### src/rtl/wb_pipe_reg.sv
// MEM->WB pipeline register: DEPTH elastic stages of {write, quarter, data} with
// valid/ready handshake, bubble collapsing, synchronous flush, occupancy and forwarding taps.
module wb_pipe_reg #(
    parameter int DATA_W = 16,
    parameter int QTR_W  = 2,
    parameter int DEPTH  = 1,
    parameter int CNT_W  = $clog2(DEPTH + 1)
) (
    input  logic                    clk,
    input  logic                    rst,
    input  logic                    flush,
    input  logic                    in_valid,
    output logic                    in_ready,
    input  logic                    in_write,
    input  logic [QTR_W-1:0]        in_quarter,
    input  logic [DATA_W-1:0]       in_data,
    output logic                    out_valid,
    input  logic                    out_ready,
    output logic                    out_write,
    output logic [QTR_W-1:0]        out_quarter,
    output logic [DATA_W-1:0]       out_data,
    output logic [DEPTH-1:0]        fwd_write,
    output logic [DEPTH*QTR_W-1:0]  fwd_quarter,
    output logic [DEPTH*DATA_W-1:0] fwd_data,
    output logic [CNT_W-1:0]        occupancy
);

    logic [DEPTH-1:0]  stg_valid;
    logic [DEPTH-1:0]  stg_write;
    logic [DEPTH-1:0]  stg_load;
    logic [QTR_W-1:0]  stg_quarter [DEPTH];
    logic [DATA_W-1:0] stg_data    [DEPTH];

    logic             in_xfer;
    logic             out_xfer;
    logic [CNT_W-1:0] occ_q;
    logic [CNT_W-1:0] occ_d;

    genvar gi;
    generate
        for (gi = 0; gi < DEPTH; gi++) begin : g_stage
            logic              valid_q, valid_d;
            logic              write_q, write_d;
            logic [QTR_W-1:0]  quarter_q, quarter_d;
            logic [DATA_W-1:0] data_q, data_d;
            logic              load;
            logic              src_valid;
            logic              src_write;
            logic [QTR_W-1:0]  src_quarter;
            logic [DATA_W-1:0] src_data;

            // A stage can take a new entry when it is empty or its content moves on;
            // an empty stage anywhere downstream therefore frees everything behind it.
            if (gi == DEPTH - 1) begin : g_tail
                assign load = !valid_q | out_ready;
            end else begin : g_body
                assign load = !valid_q | g_stage[gi+1].load;
            end

            if (gi == 0) begin : g_src_input
                assign src_valid   = in_valid;
                assign src_write   = in_write;
                assign src_quarter = in_quarter;
                assign src_data    = in_data;
            end else begin : g_src_prev
                assign src_valid   = stg_valid[gi-1];
                assign src_write   = stg_write[gi-1];
                assign src_quarter = stg_quarter[gi-1];
                assign src_data    = stg_data[gi-1];
            end

            always_comb begin
                valid_d   = valid_q;
                write_d   = write_q;
                quarter_d = quarter_q;
                data_d    = data_q;
                if (load) begin
                    valid_d = src_valid;
                    if (src_valid) begin
                        write_d   = src_write;
                        quarter_d = src_quarter;
                        data_d    = src_data;
                    end
                end
                // Flush wins over any load; payload simply holds.
                if (flush) begin
                    valid_d   = 1'b0;
                    write_d   = write_q;
                    quarter_d = quarter_q;
                    data_d    = data_q;
                end
            end

            always_ff @(posedge clk or posedge rst) begin
                if (rst) begin
                    valid_q   <= 1'b0;
                    write_q   <= 1'b0;
                    quarter_q <= '0;
                    data_q    <= '0;
                end else begin
                    valid_q   <= valid_d;
                    write_q   <= write_d;
                    quarter_q <= quarter_d;
                    data_q    <= data_d;
                end
            end

            assign stg_valid[gi]   = valid_q;
            assign stg_write[gi]   = write_q;
            assign stg_quarter[gi] = quarter_q;
            assign stg_data[gi]    = data_q;
            assign stg_load[gi]    = load;

            assign fwd_write[gi]                     = valid_q & write_q;
            assign fwd_quarter[gi*QTR_W +: QTR_W]    = quarter_q;
            assign fwd_data[gi*DATA_W +: DATA_W]     = data_q;
        end
    endgenerate

    assign in_ready = stg_load[0];
    assign in_xfer  = in_valid & in_ready;
    assign out_xfer = stg_valid[DEPTH-1] & out_ready;

    always_comb begin
        occ_d = occ_q;
        if (in_xfer && !out_xfer) begin
            occ_d = occ_q + CNT_W'(1);
        end else if (!in_xfer && out_xfer) begin
            occ_d = occ_q - CNT_W'(1);
        end
        if (flush) begin
            occ_d = '0;
        end
    end

    always_ff @(posedge clk or posedge rst) begin
        if (rst) begin
            occ_q <= '0;
        end else begin
            occ_q <= occ_d;
        end
    end

    assign occupancy   = occ_q;
    assign out_valid   = stg_valid[DEPTH-1];
    assign out_write   = stg_valid[DEPTH-1] & stg_write[DEPTH-1];
    assign out_quarter = stg_quarter[DEPTH-1];
    assign out_data    = stg_data[DEPTH-1];

endmodule

### config.mk
export PLATFORM = sky130hd
export DESIGN_NAME = wb_pipe_reg
export DESIGN_NICKNAME = d
export VERILOG_FILES = /design/src/rtl/wb_pipe_reg.sv
export SDC_FILE = /design/constraint.sdc
export NUM_CORES = 1
export LEC_CHECK = 0
export ABC_AREA = 1
export BUFFER_PORTS_ARGS = -buffer_cell sky130_fd_sc_hd__buf_2
export CAP_MARGIN = 20
export CORE_UTILIZATION = 38
export DETAILED_ROUTE_END_ITERATION = 7
export PLACE_DENSITY = 0.75
export SLEW_MARGIN = 15
export SYNTH_ARGS = -nofsm -noshare
export SYNTH_HDL_FRONTEND = slang
export SYNTH_SLANG_ARGS = --single-unit
### constraint.sdc
create_clock -name clk -period 0.94 [get_ports clk]
set_input_delay 0.047 -clock clk [delete_from_list [all_inputs] [get_ports clk]]
set_output_delay 0.047 -clock clk [all_outputs]
set_load 0.05 [all_outputs]
# Word level (Yosys, flattened, before mapping)
# Index checks and enable logic that the tools add are counted.
dict set report totals {
  ff_bits 21
  latchBits 0
  ramBits 0
  romBits 0
  inputBits 24
  wordCells 25
  n_memories 0
}
dict set report op_classes {
  addsub 2
  mul 0
  div 0
  magnitude_cmp 0
  eq_ne 0
  n_shift 0
  n_mux 5
  n_bitwise 5
  n_reduce_logical 8
}
# cell n
set ops {}
lappend ops {{$mux W1} 5}
lappend ops {{$and A1 B1 Y1} 3}
lappend ops {{$logic_not A1 Y1} 3}
lappend ops {{$reduce_and A3 Y1} 1}
lappend ops {{$reduce_bool A3 Y1} 1}
lappend ops {{$logic_and A1 B1 Y1} 2}
lappend ops {{$reduce_bool A2 Y1} 1}
lappend ops {{$add A1 B1 Y1 const B} 1}
lappend ops {{$not A1 Y1} 1}
lappend ops {{$or A1 B1 Y1} 1}
lappend ops {{$sub A1 B1 Y1 const B} 1}

# Longest topological paths before layout
# Gate-level depths: netlist of run 1.
dict set report logic_depth {
  depth_word 8
  ltp_mapped 7
}

# Worst setup path after synthesis of run 1
# Ideal clock, no wire load.
dict set report synth_path {
  path_kind {reg2reg}
  startpoint {register g_stage[0].valid_q, in the netlist out_valid}
  endpoint {register g_stage[0].data_q[13], in the netlist fwd_data[13]}
  setup_time_ns 0.074
  arrival_ns 1.507
  slack_ns -0.641
  path_stages_with_launch 7
  path_cell_list {dfrtp_1 -> nand2_2 -> nand3_2 -> buf_6 -> buf_12 -> nand2_1 -> o21ai_2}
}
dict set report synth_via {
  elab_chain_cells 3
}
# item line_no
set synth_lines {}
lappend synth_lines {{start: declaration} 42} ;# logic valid_q, valid_d;
lappend synth_lines {{start signal: assignment} 101} ;# valid_q <= valid_d;
lappend synth_lines {{$logic_not A1 Y1} 55} ;# assign load = !valid_q | out_ready;
lappend synth_lines {{$or A1 B1 Y1} 55}
lappend synth_lines {{named net in_ready} 13} ;# output logic in_ready,
lappend synth_lines {{$reduce_and A3 Y1 (no source line)} -}
lappend synth_lines {{end signal: assignment} 104} ;# data_q <= data_d;
lappend synth_lines {{end: declaration} 45} ;# logic [DATA_W-1:0] data_q, data_d;
# The timed path passes the listed nets, and every way through them passes these cells.
# A chain may end at the register's enable or synchronous reset.

# Final worst setup path of run 1
dict set report layout_path {
  startpoint {register g_stage[0].valid_q, in the netlist out_valid}
  endpoint {output fwd_write}
}
dict set report layout_via {
  elab_chain_cells 1
}
# item line_no
set layout_lines {}
lappend layout_lines {{$and A1 B1 Y1} 114} ;# assign fwd_write[gi] = valid_q & write_q;
lappend layout_lines {{end: declaration} 22} ;# output logic [DEPTH-1:0] fwd_write,
# No other way between the ends.

==> impl_metrics.toml, run 1 <==
[timing]
fmax_mhz = 798.9
finClkSkew_ps = 12.02
maxSlewHeadroom_pct = 81.74
rsz0062_at_grt = "yes"
worst_pin_slew_ps = 273.8
finalCriticalPeriod_ps = 1252
finalSetupViolCount = 60
fin_crit_sh_pct = 133.2
finalHoldViolCount = 0
setup_slack_ps = -311.7
timing.hold.ws_ps = 58.40
slew_viol_final = 0

[synth]
syn_area_per_cell_um2 = 9.172
syn_inst = 118
synth_top_area_cell = "dfrtp_1"
synth_area_um2 = 1082
synth_warnings = 0
synthDominantCellAreaShare_pct = 48.55
synthDistinctLibCells = 15
synth_fp_nets = 142
synth-seq-cells = 21
synth.area.top_cells = "dfrtp_1, buf_4, o21ai_2, inv_1, nand2_1"
ys_seq_area_share_pct = 48.55

[die]
die_area_um2 = 3065
rows = 18
start_util_pct = 41.79
dieWidth_um = 55.37
fp.dieH_um = 55.37
core_um2 = 2590
ios = 65

[placed_design]
placed_area_um2 = 1325
io_buffer_count = 64
dp_hpwl_mm = 1.447
dp_slack_ps = -140.9
gp_congestion = 0.6672

[clock_tree]
cts-root-buf = "clkbuf_4"
clk_pin_slew_ps = 120
clk_latency_ps = 310
htreeDepth = 1
cts_tree = "yes"
clock_sinks = 21
cts_buffers = 3
clockBufferDepth = 2

[global_route]
grt_max_degree = 22
grt_pass1_vias = 1212
antenna_found_initial = 0
overflow = 0
grt_usage_pct = 25.84
grt_pass1_wl_mm = 6.065

[power_and_ir_drop]
clockPowerShare_pct = 11.4
p_total_uw = 4053
cellLeakagePower_uw = 0.001237
powerDensity_nw_per_um2 = 1691
netSwitchingPower_uw = 1839
seqPwrFrac_pct = 30.1
swShare_pct = 45.39
power_frac_comb_pct = 58.5
peakVddDrop_mv = 1.557
p_int_uw = 2213

[setup_path]
cp.arrival_ps = 1200
path_cells = "buf_6 -> nand2_4 -> clkinvlp_4 -> buf_8"
slowest_delay_ps = 450
cp_slowest_cell = "dfrtp_2"
worstPathRequired_ps = 890
crit_family = "flip-flops"
critPathLaunchType = "flip-flop"
crit_path_max_fanout = 2
path_buf_inv = 3
path_class = "flip-flop to output port"
end_kind = "output port"

[detailed_routing]
routedLengthMet1_mm = 1.592
drtIter0Drc = 24
antenna_left = 0
wl_mm = 4.056
detailedRoute.firstPassIterationCount = 4
drc = 0
wl_per_cell_um = 16.29
vias = 1178
wl_met2_mm = 2.182
vias_per_cell = 4.731
highest_layer = "met4"
wl_met3_um = 205

[finish]
postLayoutCellArea_um2 = 2396
n_antenna_cell = 0
fin_nets = 244
drive_gt1_share_pct = 74.89
area_growth_pct = 121.4

[flow_run]
cap_viol_max_count = 0

[outcome]
status = "finished, violations left"
violations = "negative setup slack"

[min_path]
hp-class = "primary input to flip-flop"
[worst reg2reg max path, cell delays in order, from the launching register on]
cell and delay (ps):
dfrtp_2 450, buf_12 140, nand2_8 70, nand3_4 80, buf_12 160, buf_16 140, nand2_2 70, o21ai_2 50
[area by class of cell]
type | instances | area, um2
clock buffers | 3 | 22.52
clock inverters | 1 | 5.005
fillers | 86 | 193.9
inverters | 25 | 97.59
multi-input cells | 49 | 449.2
flip-flops and latches | 21 | 549.3
well taps | 30 | 37.54
repair buffers | 120 | 1235
[Yosys cell counts (all sizes together)]
library cell and n:
nand2 24, a21oi 1, dfrtp 21, o21ai 19, nand4 1, buf 22, clkbuf 1, nor2 1
inv 25, nand3 3
[path summary, 6_finish.rpt]
kind                                    start                 end  slack [ps]  cells after the start
max in group asynchronous                 rst         fwd_data[2]         400                      4
min in group asynchronous                 rst      fwd_quarter[0]         290                      4
min                                  in_valid           out_valid          60                      3
max reg2reg                         out_valid  g_stage[0].write_q        -300                      7
min reg2reg                g_stage[0].write_q  g_stage[0].write_q         610                      2
max                                 out_valid           fwd_write        -310                      4
[logic make-up after synthesis]
| family | Yosys count | share of synthesized area, % |
|---|---|---|
| AO/OA/AOI/OAI | 20 | 13.06 |
| AND/OR/NAND/NOR | 29 | 11.33 |
| flip-flops | 21 | 48.55 |
| buffers and inverters | 48 | 27.05 |
[cell usage in the layout, fill, tap and decap left out, types with 2 or more instances in the layout]
cell | netlist | routed
buf_12 | 2 | 3
buf_16 | 0 | 5
buf_2 | 0 | 23
buf_4 | 19 | 23
buf_6 | 1 | 39
buf_8 | 0 | 5
clkbuf_4 | 0 | 3
dfrtp_1 | 21 | 2
dfrtp_2 | 0 | 19
dlygate4sd3_1 | 0 | 21
inv_1 | 25 | 23
nand2_1 | 23 | 2
nand2_2 | 1 | 5
nand2_4 | 0 | 16
o21ai_1 | 0 | 4
o21ai_2 | 11 | 14
[routing by layer]
metal / GRT usage, % / vias to the layer above
met2: 48.02 / 55
met1: 29.19 / 572
li1: - / 543
met5: 0 / -
met3: 4.684 / 8
met4: 9.286 / 0
[power by group through the flow]
stage	Combinational [uW]	Sequential, uW	Clock, uW
floorplan	841	1600	0
global placement	1420	1150	0
detailed placement	1430	1160	0
CTS	2120	1210	464
global route	2450	1240	506
finish	2370	1220	462
[stage by stage]
step           utilization, %  setup TNS (ps)  std cells
2_1_floorplan               -           -6326        118
3_3_place_gp            51.16           -1331        193
3_5_place_dp            51.16           -1928        193
4_1_cts                 85.46           -7526        239
5_1_grt                 92.51           -9692        249
6_report                92.51           -7786        249
[timing repair]
item,in CTS,in global routing
endpoints found under the hold margin,42,0
pin swaps,1,1
hold buffers,21,0
setup endpoints to repair,61,62
cloned,5,1
setup buffers,16,9
gates resized for setup,126,23
[state kept, by name (all words and copies together) (netlist names)]
register and cells:
g_stage.write_q 1, occupancy 1, out_valid 1, fwd_quarter 2
fwd_data 16
(Power assumes the default switching activity.)
==> run 2: changes to the inputs <==
- CORE_UTILIZATION: 38 -> 34
- PLACE_DENSITY: 0.75 -> 0.68
==> run 2 against run 1 <==
- the flow still finishes with violations (negative setup slack)
- power fell by 12%
- via count down 15%
- design area fell by 16%
- maximum frequency is 0.50% higher
- sequential share of layout area rose by 4.5 points
- count of clock-buffer cells in the layout is 1 higher
- global-route usage is 7.6 points lower
- sequential cell count stayed put
- hold slack lost 39 ps
- core utilization shrank 26 points
- clock power fell by 7.1%
- die area increased by 11%
- critical path type unchanged
- critical endpoint unchanged
- largest power group unchanged
==> impl_metrics.toml, run 2 (synthesis gave the netlist of run 1 again) <==
[outcome]
status = "finished, violations left"
violations = "negative setup slack"

[finish]
regArea_um2 = 549.3
final_common_cell = "buf_6"
n_antenna_cell = 0
layoutNonFillerInstCount = 239
area_growth_pct = 85.32
fin_nets = 220
multi_input_area_um2 = 329.1
largest_register_ffs = 16
final_cell_mix = "buf_6, inv_1, buf_2"
postLayoutCellArea_um2 = 2006
drive_gt1_share_pct = 62.56
fill_cells = 222

[clock_tree]
clock_sinks = 21
clockBufferDepth = 2
clk_latency_ps = 300
cts_tree = "yes"
clk_pin_slew_ps = 110
cts_buffers = 3
cts-root-buf = "clkbuf_4"
htreeDepth = 1

[min_path]
whs_path_depth = 4
hp-class = "primary input to flip-flop"
holdPathEnd = "occupancy"
hold_path_startpoint = "flush"

[die]
ios = 65
die_area_um2 = 3413
fp.dieH_um = 58.42
start_util_pct = 35.74
core_um2 = 3028
dieWidth_um = 58.42
rows = 20

[placed_design]
gp_congestion = 0.6875
io_buffer_count = 64
place_inst = 207
placed_area_um2 = 1343
dp_hpwl_mm = 1.399

[timing]
finClkSkew_ps = 2.423
finalCriticalPeriod_ps = 1246
fmax_mhz = 802.9
fin_setup_tns_ps = -5722
worst_pin_slew_ps = 264.5
slew_viol_final = 0
finalHoldViolCount = 0
fin_crit_sh_pct = 132.5
maxSlewHeadroom_pct = 82.37
finalSetupViolCount = 61
rsz0062_at_grt = "yes"
setup_slack_ps = -305.5

[setup_path]
crit_path_max_fanout = 2
crit_path_start = "out_valid"
r2r-end = "occupancy"
cp_slowest_cell = "dfrtp_2"
crit_family = "flip-flops"
slowest_delay_ps = 450
path_cells = "buf_6 -> nand2_4 -> clkinvlp_4 -> buf_8"
cp.arrival_ps = 1200
rr_worst_depth = 7
r2r_slack_ps = -220
end_kind = "output port"
worstPathRequired_ps = 890
critPathLaunchType = "flip-flop"
path_class = "flip-flop to output port"
timing.rr.start = "out_valid"
path_buf_inv = 3

[flow_run]
cap_viol_max_count = 0

[detailed_routing]
drtIter0Drc = 20
antenna_left = 0
wl_per_cell_um = 11.63
vias_per_cell = 4.167
wl_mm = 2.779
vias = 996
drc = 0
detailedRoute.firstPassIterationCount = 3

[global_route]
grt_pass1_vias = 1062
grt_usage_pct = 18.28
grt_pass1_wl_mm = 4.685
overflow = 0
antenna_found_initial = 0
grt_max_degree = 22

[power_and_ir_drop]
peakVddDrop_mv = 1.069
powerDensity_nw_per_um2 = 1780
cellLeakagePower_uw = 0.001016
-- run 2: cell types whose count changed in the layout (fill, tap and decap cells not counted), moves of 3 or more --
cell     previous run  this run
buf_4              23         4
o21ai_1             4         8
o21ai_2            14        11
nand2_4            16         1
nand2_1             2        16
buf_16              5         1
-- run 2: layout make-up --
cell class,instances,share of cell area [%]
inverter,25,4.866
multi-input combinational,49,16.41
timing repair buffer,96,47.29
tap,44,2.745
clock buffer,4,1.310
sequential,21,27.39
-- run 2: worst max-delay path by stage --
stage	cells past startpoint	to
after global placement	5	fwd_data[7]
after detailed placement	5	fwd_data[9]
after CTS	4	out_write
after floorplan	6	fwd_data[11]
after global routing	4	out_write
final	4	fwd_write
-- run 2: power breakdown --
part | switching (uW) | internal (uW) | total [uW]
sequential | 160 | 1050 | 1210
clock | 263 | 165 | 429
combinational | 1190 | 735 | 1930
total | 1620 | 1950 | 3570
-- run 2: through the flow --
| step | total power (uW) | setup slack [ps] | hold WS [ps] | util (%) |
|---|---|---|---|---|
| after floorplan | 2441 | -359.8 | 22.20 | - |
| after global placement | 2576 | -65.04 | 85.52 | 44.34 |
| after detailed placement | 2594 | -119.0 | 89.26 | 44.34 |
| after CTS | 3540 | -310.3 | 7.395 | 64.83 |
| after global routing | 3746 | -365.9 | 21.47 | 66.24 |
| final | 3569 | -305.5 | 19.14 | 66.24 |
-- run 2: per-layer routing --
| layer | share of wire [%] | GRT usage, % |
|---|---|---|
| met5 | 0 | 0 |
| met2 | 58 | 36.95 |
| met1 | 34 | 18.40 |
| met4 | 0.76 | 6.122 |
| met3 | 6.6 | 3.516 |
-- run 2: repair_timing --
| action | CTS | global route |
|---|---|---|
| setup endpoints to repair | 61 | 62 |
| setup buffers | 5 | 1 |
| hold endpoints to repair | 41 | 0 |
| pin swaps | 2 | 4 |
| gates cloned | 1 | 0 |
| resized for setup | 103 | 11 |
| hold buffers | 21 | 0 |
-- run 2: worst min-delay path, delay by kind of cell --
family / cells / cell delay (ps)
and+or+nand+nor: 3 / 150
buffers and inverters: 1 / 90
